===== src/rtl/mst_imp_w_ch.sv =====
// Single-channel AXI write master: takes words from a pixel stream and writes
// them one at a time into a 2D destination region (HSIZE words x VSIZE rows,
// rows PITCH bytes apart). Exactly one transaction is outstanding at any time.
module mst_imp_w_ch (
    input  logic        clk,
    input  logic        PoR_rst_n,
    input  logic [7:0]  IMP_HSIZE,
    input  logic [7:0]  IMP_VSIZE,
    input  logic        IMP_ST,
    input  logic [31:0] IMP_DST_BADDR,
    input  logic [31:0] IMP_ADR_PITCH,
    input  logic        pix_valid,
    output logic        pix_ready,
    input  logic [31:0] pix_data,
    output logic        mem_axi_awvalid,
    input  logic        mem_axi_awready,
    output logic [31:0] mem_axi_awaddr,
    output logic [2:0]  mem_axi_awprot,
    output logic        mem_axi_wvalid,
    input  logic        mem_axi_wready,
    output logic [31:0] mem_axi_wdata,
    output logic [3:0]  mem_axi_wstrb,
    input  logic        mem_axi_bvalid,
    output logic        mem_axi_bready,
    input  logic [1:0]  mem_axi_bresp,
    output logic        imp_busy,
    output logic        imp_done,
    output logic        imp_err
);

    typedef enum logic [2:0] {IDLE, FILL, ISSUE, RESP, DONE} state_t;

    state_t      state_q, state_d;
    logic [1:0]  st_hist_q;
    logic [7:0]  hsize_q, hsize_d, vsize_q, vsize_d;
    logic [7:0]  x_q, x_d, y_q, y_d;
    logic [31:0] pitch_q, pitch_d, row_base_q, row_base_d;
    logic [31:0] awaddr_q, awaddr_d, wdata_q, wdata_d;
    logic        awvalid_q, awvalid_d, wvalid_q, wvalid_d;
    logic        err_q, err_d;
    logic        wstrb_en_q;
    logic        trig, aw_done, w_done, row_end, last_word;

    // Rising edge of IMP_ST as seen through the 2-stage history.
    assign trig      = (st_hist_q == 2'b01);
    // A channel is done once its valid has dropped or it is handshaking now.
    assign aw_done   = !awvalid_q || mem_axi_awready;
    assign w_done    = !wvalid_q  || mem_axi_wready;
    assign row_end   = (x_q == hsize_q - 8'd1);
    assign last_word = row_end && (y_q == vsize_q - 8'd1);

    // Next-state and datapath updates; everything holds unless a case overrides.
    always_comb begin
        state_d    = state_q;
        hsize_d    = hsize_q;
        vsize_d    = vsize_q;
        pitch_d    = pitch_q;
        x_d        = x_q;
        y_d        = y_q;
        row_base_d = row_base_q;
        awaddr_d   = awaddr_q;
        wdata_d    = wdata_q;
        awvalid_d  = awvalid_q;
        wvalid_d   = wvalid_q;
        err_d      = err_q;
        case (state_q)
            IDLE: begin
                if (trig) begin
                    hsize_d = IMP_HSIZE;
                    vsize_d = IMP_VSIZE;
                    pitch_d = IMP_ADR_PITCH;
                    if (IMP_HSIZE == 8'd0 || IMP_VSIZE == 8'd0) begin
                        state_d = DONE;
                    end else begin
                        state_d    = FILL;
                        x_d        = 8'd0;
                        y_d        = 8'd0;
                        row_base_d = IMP_DST_BADDR;
                        err_d      = 1'b0;
                    end
                end
            end
            FILL: begin
                if (pix_valid) begin
                    wdata_d   = pix_data;
                    awaddr_d  = row_base_q + {22'd0, x_q, 2'b00};
                    awvalid_d = 1'b1;
                    wvalid_d  = 1'b1;
                    state_d   = ISSUE;
                end
            end
            ISSUE: begin
                if (awvalid_q && mem_axi_awready) awvalid_d = 1'b0;
                if (wvalid_q && mem_axi_wready)   wvalid_d  = 1'b0;
                if (aw_done && w_done)            state_d   = RESP;
            end
            RESP: begin
                if (mem_axi_bvalid) begin
                    if (mem_axi_bresp != 2'b00) err_d = 1'b1;
                    if (last_word) begin
                        state_d = DONE;
                    end else begin
                        state_d = FILL;
                        if (row_end) begin
                            x_d        = 8'd0;
                            y_d        = y_q + 8'd1;
                            row_base_d = row_base_q + pitch_q;
                        end else begin
                            x_d = x_q + 8'd1;
                        end
                    end
                end
            end
            DONE:    state_d = IDLE;
            default: state_d = IDLE;
        endcase
    end

    // State and datapath registers, all cleared by the power-on reset.
    always_ff @(posedge clk or negedge PoR_rst_n) begin
        if (!PoR_rst_n) begin
            state_q    <= IDLE;
            st_hist_q  <= 2'b00;
            hsize_q    <= 8'd0;
            vsize_q    <= 8'd0;
            pitch_q    <= 32'd0;
            x_q        <= 8'd0;
            y_q        <= 8'd0;
            row_base_q <= 32'd0;
            awaddr_q   <= 32'd0;
            wdata_q    <= 32'd0;
            awvalid_q  <= 1'b0;
            wvalid_q   <= 1'b0;
            err_q      <= 1'b0;
            wstrb_en_q <= 1'b0;
        end else begin
            state_q    <= state_d;
            st_hist_q  <= {st_hist_q[0], IMP_ST};
            hsize_q    <= hsize_d;
            vsize_q    <= vsize_d;
            pitch_q    <= pitch_d;
            x_q        <= x_d;
            y_q        <= y_d;
            row_base_q <= row_base_d;
            awaddr_q   <= awaddr_d;
            wdata_q    <= wdata_d;
            awvalid_q  <= awvalid_d;
            wvalid_q   <= wvalid_d;
            err_q      <= err_d;
            wstrb_en_q <= 1'b1;
        end
    end

    assign pix_ready       = (state_q == FILL);
    assign mem_axi_bready  = (state_q == RESP);
    assign imp_busy        = (state_q != IDLE);
    assign imp_done        = (state_q == DONE);
    assign imp_err         = err_q;
    assign mem_axi_awvalid = awvalid_q;
    assign mem_axi_wvalid  = wvalid_q;
    assign mem_axi_awaddr  = awaddr_q;
    assign mem_axi_wdata   = wdata_q;
    assign mem_axi_awprot  = 3'b000;
    // Full-word strobes, but forced low while reset holds every output at zero.
    assign mem_axi_wstrb   = wstrb_en_q ? 4'hF : 4'h0;

endmodule

===== config.mk =====
export PLATFORM = sky130hd
export DESIGN_NAME = mst_imp_w_ch
export DESIGN_NICKNAME = d
export VERILOG_FILES = /design/src/rtl/mst_imp_w_ch.sv
export SDC_FILE = /design/constraint.sdc
export NUM_CORES = 1
export LEC_CHECK = 0
export CORE_ASPECT_RATIO = 1.75
export CORE_UTILIZATION = 30
export CTS_CLUSTER_DIAMETER = 100
export DETAILED_ROUTE_END_ITERATION = 10
export PLACE_DENSITY_LB_ADDON = 0.05
export SYNTH_ARGS = -nofsm -noshare
export SYNTH_HDL_FRONTEND = slang
export SYNTH_SLANG_ARGS = --single-unit

===== constraint.sdc =====
create_clock -name clk -period 7.7 [get_ports clk]
set_input_delay 0.77 -clock clk [delete_from_list [all_inputs] [get_ports clk]]
set_output_delay 0.77 -clock clk [all_outputs]
set_load 0.005 [all_outputs]

==> out/results.ini <==
[job]
maxCapViolCount = 0

[timing]
slew_headroom_pct = 34.0
tns_ps = 0
worst_slack_ps = 3990
rsz0062_at_grt = false
clock_skew_ps = 9.74
setup_violations = 0
max_freq_mhz = 270
holdWs_ps = 369
worstMarginPinSlew_ps = 990
slew_viol_final = 0
fin_crit_sh_pct = 48.1
finalHoldViolCount = 0
min_period_ps = 3710

[route]
drt-initial-drc-count = 411
viasPerCell = 4.86
num_vias = 7833
ant_nets = 0
drt-pass1-iter-count = 4
drc = 0
wirelength_um = 28900
routedWlPerCell_um = 17.9

[final_layout]
design_area_um2 = 12500
syn2layout_area_growth_pct = 30.8
layout.nets = 1370
fillerInstances = 3196
drive_above_1_share_pct = 8.56

[yosys]
syn-cell-area_um2 = 9560
synth_ff_type = dfrtp_1
ys_seq_elements = 169
synth_warnings = 0
yosysUniqueCellTypes = 64
synth.area.top_cells = dfrtp_1 44%, nand2_1 8.3%, mux2_2 5.9%
async_flop_share_pct = 100
synth_cells = 1029
synth_common_cells = 212 x nand2_1, 169 x dfrtp_1, 73 x o21ai_0, 51 x nor2_1, 50 x mux2_2
yosysTopAreaCell = dfrtp_1
yosysMostFrequentCell = nand2_1
avgSynthCellArea_um2 = 9.29
synth-edff-count = 0
yosys.area.top_type_share_pct = 44.2
yosysSeqAreaShare_pct = 44.2

[global_route]
grt-ovfl-total = 0
grt_antenna_before_repair = 2
grt_max_degree = 95
grt.met1_usage_pct = 20.6
grt_use_met3_pct = 3.02
top_usage_layer = met2
grt_pass1_wl_um = 44900
grt_pass1_vias = 8039
met2_usage_pct = 33.6
track_usage_pct = 18.5

[setup_path]
critPathLaunchType = flip-flop
reg2reg_from = hsize_q[2]
cp_data_required_time_ps = 8030
crit_fanout = 39
reg2reg_to = y_q[5]
criticalPathCategory = reg -> reg
arrival_ps = 4030
cp-endpoint = y_q[5]
r2r_setup_slack_ps = 3990
worstSetupEndpointType = flip-flop
cp-startpoint = hsize_q[2]
rr_worst_depth = 11

[placement]
hpwl_um = 21400
place_ws_ps = 3850
place_area_um2 = 11900
place.gp.congestion = 0.886
numPortBuffers = 195

[floorplan]
rows = 86
ioPinCount = 199
dieArea_um2 = 32600
coreArea_um2 = 31400
die_h_um = 238
die_w_um = 137
start_util_pct = 30.4

[clocking]
h-tree-depth = 4
post_cts_buffers = 0
cts-root-buf = clkbuf_16
cts_resized = 0
clock_sinks = 169
ctsLongestPathBuffers = 2
clk_pin_slew_ps = 60
cts_buffers = 17
cts_tree = yes
cts_hold_buf = 0
clk_latency_ps = 450

[power_and_ir_drop]
finalPower_mw = 5.34
p_per_area_nw_per_um2 = 427
power.leakage_nw = 5.51
vdd_drop_max_mv = 0.185

[worst_hold_path]
min_path_type = in -> async

[status]
status = complete, no violations

==> routing by layer <==
layer  part of all wire, %  wire length, µm
met1                    40            11500
met2                    53            15400
met3                   3.4              991
met4                   3.4              981
met5                     0                0
==> state kept, by name (all words and copies together) (netlist names), 8 cells and up <==
signal          cells
mem_axi_wdata      32
mem_axi_awaddr     32
row_base_q         32
x_q                 8
vsize_q             8
hsize_q             8
pitch_q            32
y_q                 8
==> through the flow <==
stage / util (%) / std cells
2_1_floorplan: - / 1031
5_1_grt: 39.8 / 1613
4_1_cts: 39.8 / 1611
3_5_place_dp: 37.8 / 1581
3_3_place_gp: 37.8 / 1581
6_report: 39.8 / 1613
==> critical path: stages (launching register included) <==
cell and delay [ps]:
dfrtp_1 450, or3_1 420, or4_4 500, a2111oi_4 370, nand4_2 210, a311oi_2 290
buf_4 270, nor2_4 160, buf_4 290, or3_1 420, xnor2_1 140, nor2_1 50
==> cell usage in the layout (no fill, tap or decap), types with 8 or more instances in the layout <==
cell | synthesis | final
xor2_1 | 44 | 44
nor4_1 | 8 | 8
clkbuf_16 | 0 | 17
inv_1 | 28 | 28
a21oi_1 | 47 | 47
nand2_1 | 212 | 210
clkdlybuf4s50_1 | 0 | 194
mux2_2 | 50 | 50
xnor2_1 | 38 | 38
ha_1 | 43 | 43
buf_4 | 7 | 11
a21o_1 | 23 | 23
dfrtp_1 | 169 | 169
o31ai_1 | 9 | 9
nand3_1 | 23 | 23
a31oi_1 | 12 | 12
nor3_1 | 14 | 14
and3_1 | 13 | 13
nand4_1 | 10 | 10
nor2_1 | 51 | 51
o21ai_0 | 73 | 73
==> cell families (layout without fill, tap and decap cells) <==
group | Yosys count | after routing | share of synthesized area (%)
xor+xnor | 82 | 82 | 7.51
fa+ha+maj | 45 | 45 | 6.05
flops | 169 | 169 | 44.2
buf+inv | 81 | 265 | 3.56
mux | 55 | 55 | 6.41
other cells | 2 | 6 | 0.0786
compound gates | 216 | 216 | 14.2
simple gates | 379 | 379 | 17.9
==> area by class of cell <==
cell class	count	area, µm²	area share, %
Clock inverter	8	143	1.14
Sequential cell	169	4230	33.8
Timing Repair Buffer	206	2040	16.3
Tap cell	396	495	3.96
Inverter	29	109	0.870
Multi-Input combinational cell	781	5010	40.0
Clock buffer	22	484	3.87
Antenna cell	2	5.00	0.0400
==> report_power, final <==
part	switching [mW]	total [mW]	internal, mW	leakage [nW]
logic	1.43	2.76	1.33	3.11
clock network	0.370	0.942	0.572	0.308
registers	0.357	1.63	1.28	2.09
total	2.16	5.34	3.18	5.51
==> worst min-delay path by stage <==
stage | start | to | slack (ps) | cells after the start
floorplan | st_hist_q[0] | st_hist_q[1] | 350 | 0
global placement | st_hist_q[0] | st_hist_q[1] | 370 | 0
detailed placement | st_hist_q[0] | st_hist_q[1] | 360 | 0
CTS | PoR_rst_n | st_hist_q[0] | 390 | 1
global route | st_hist_q[0] | st_hist_q[1] | 400 | 0
finish | PoR_rst_n | vsize_q[5] | 370 | 1
No activity file was read; power rests on OpenSTA's default activity.
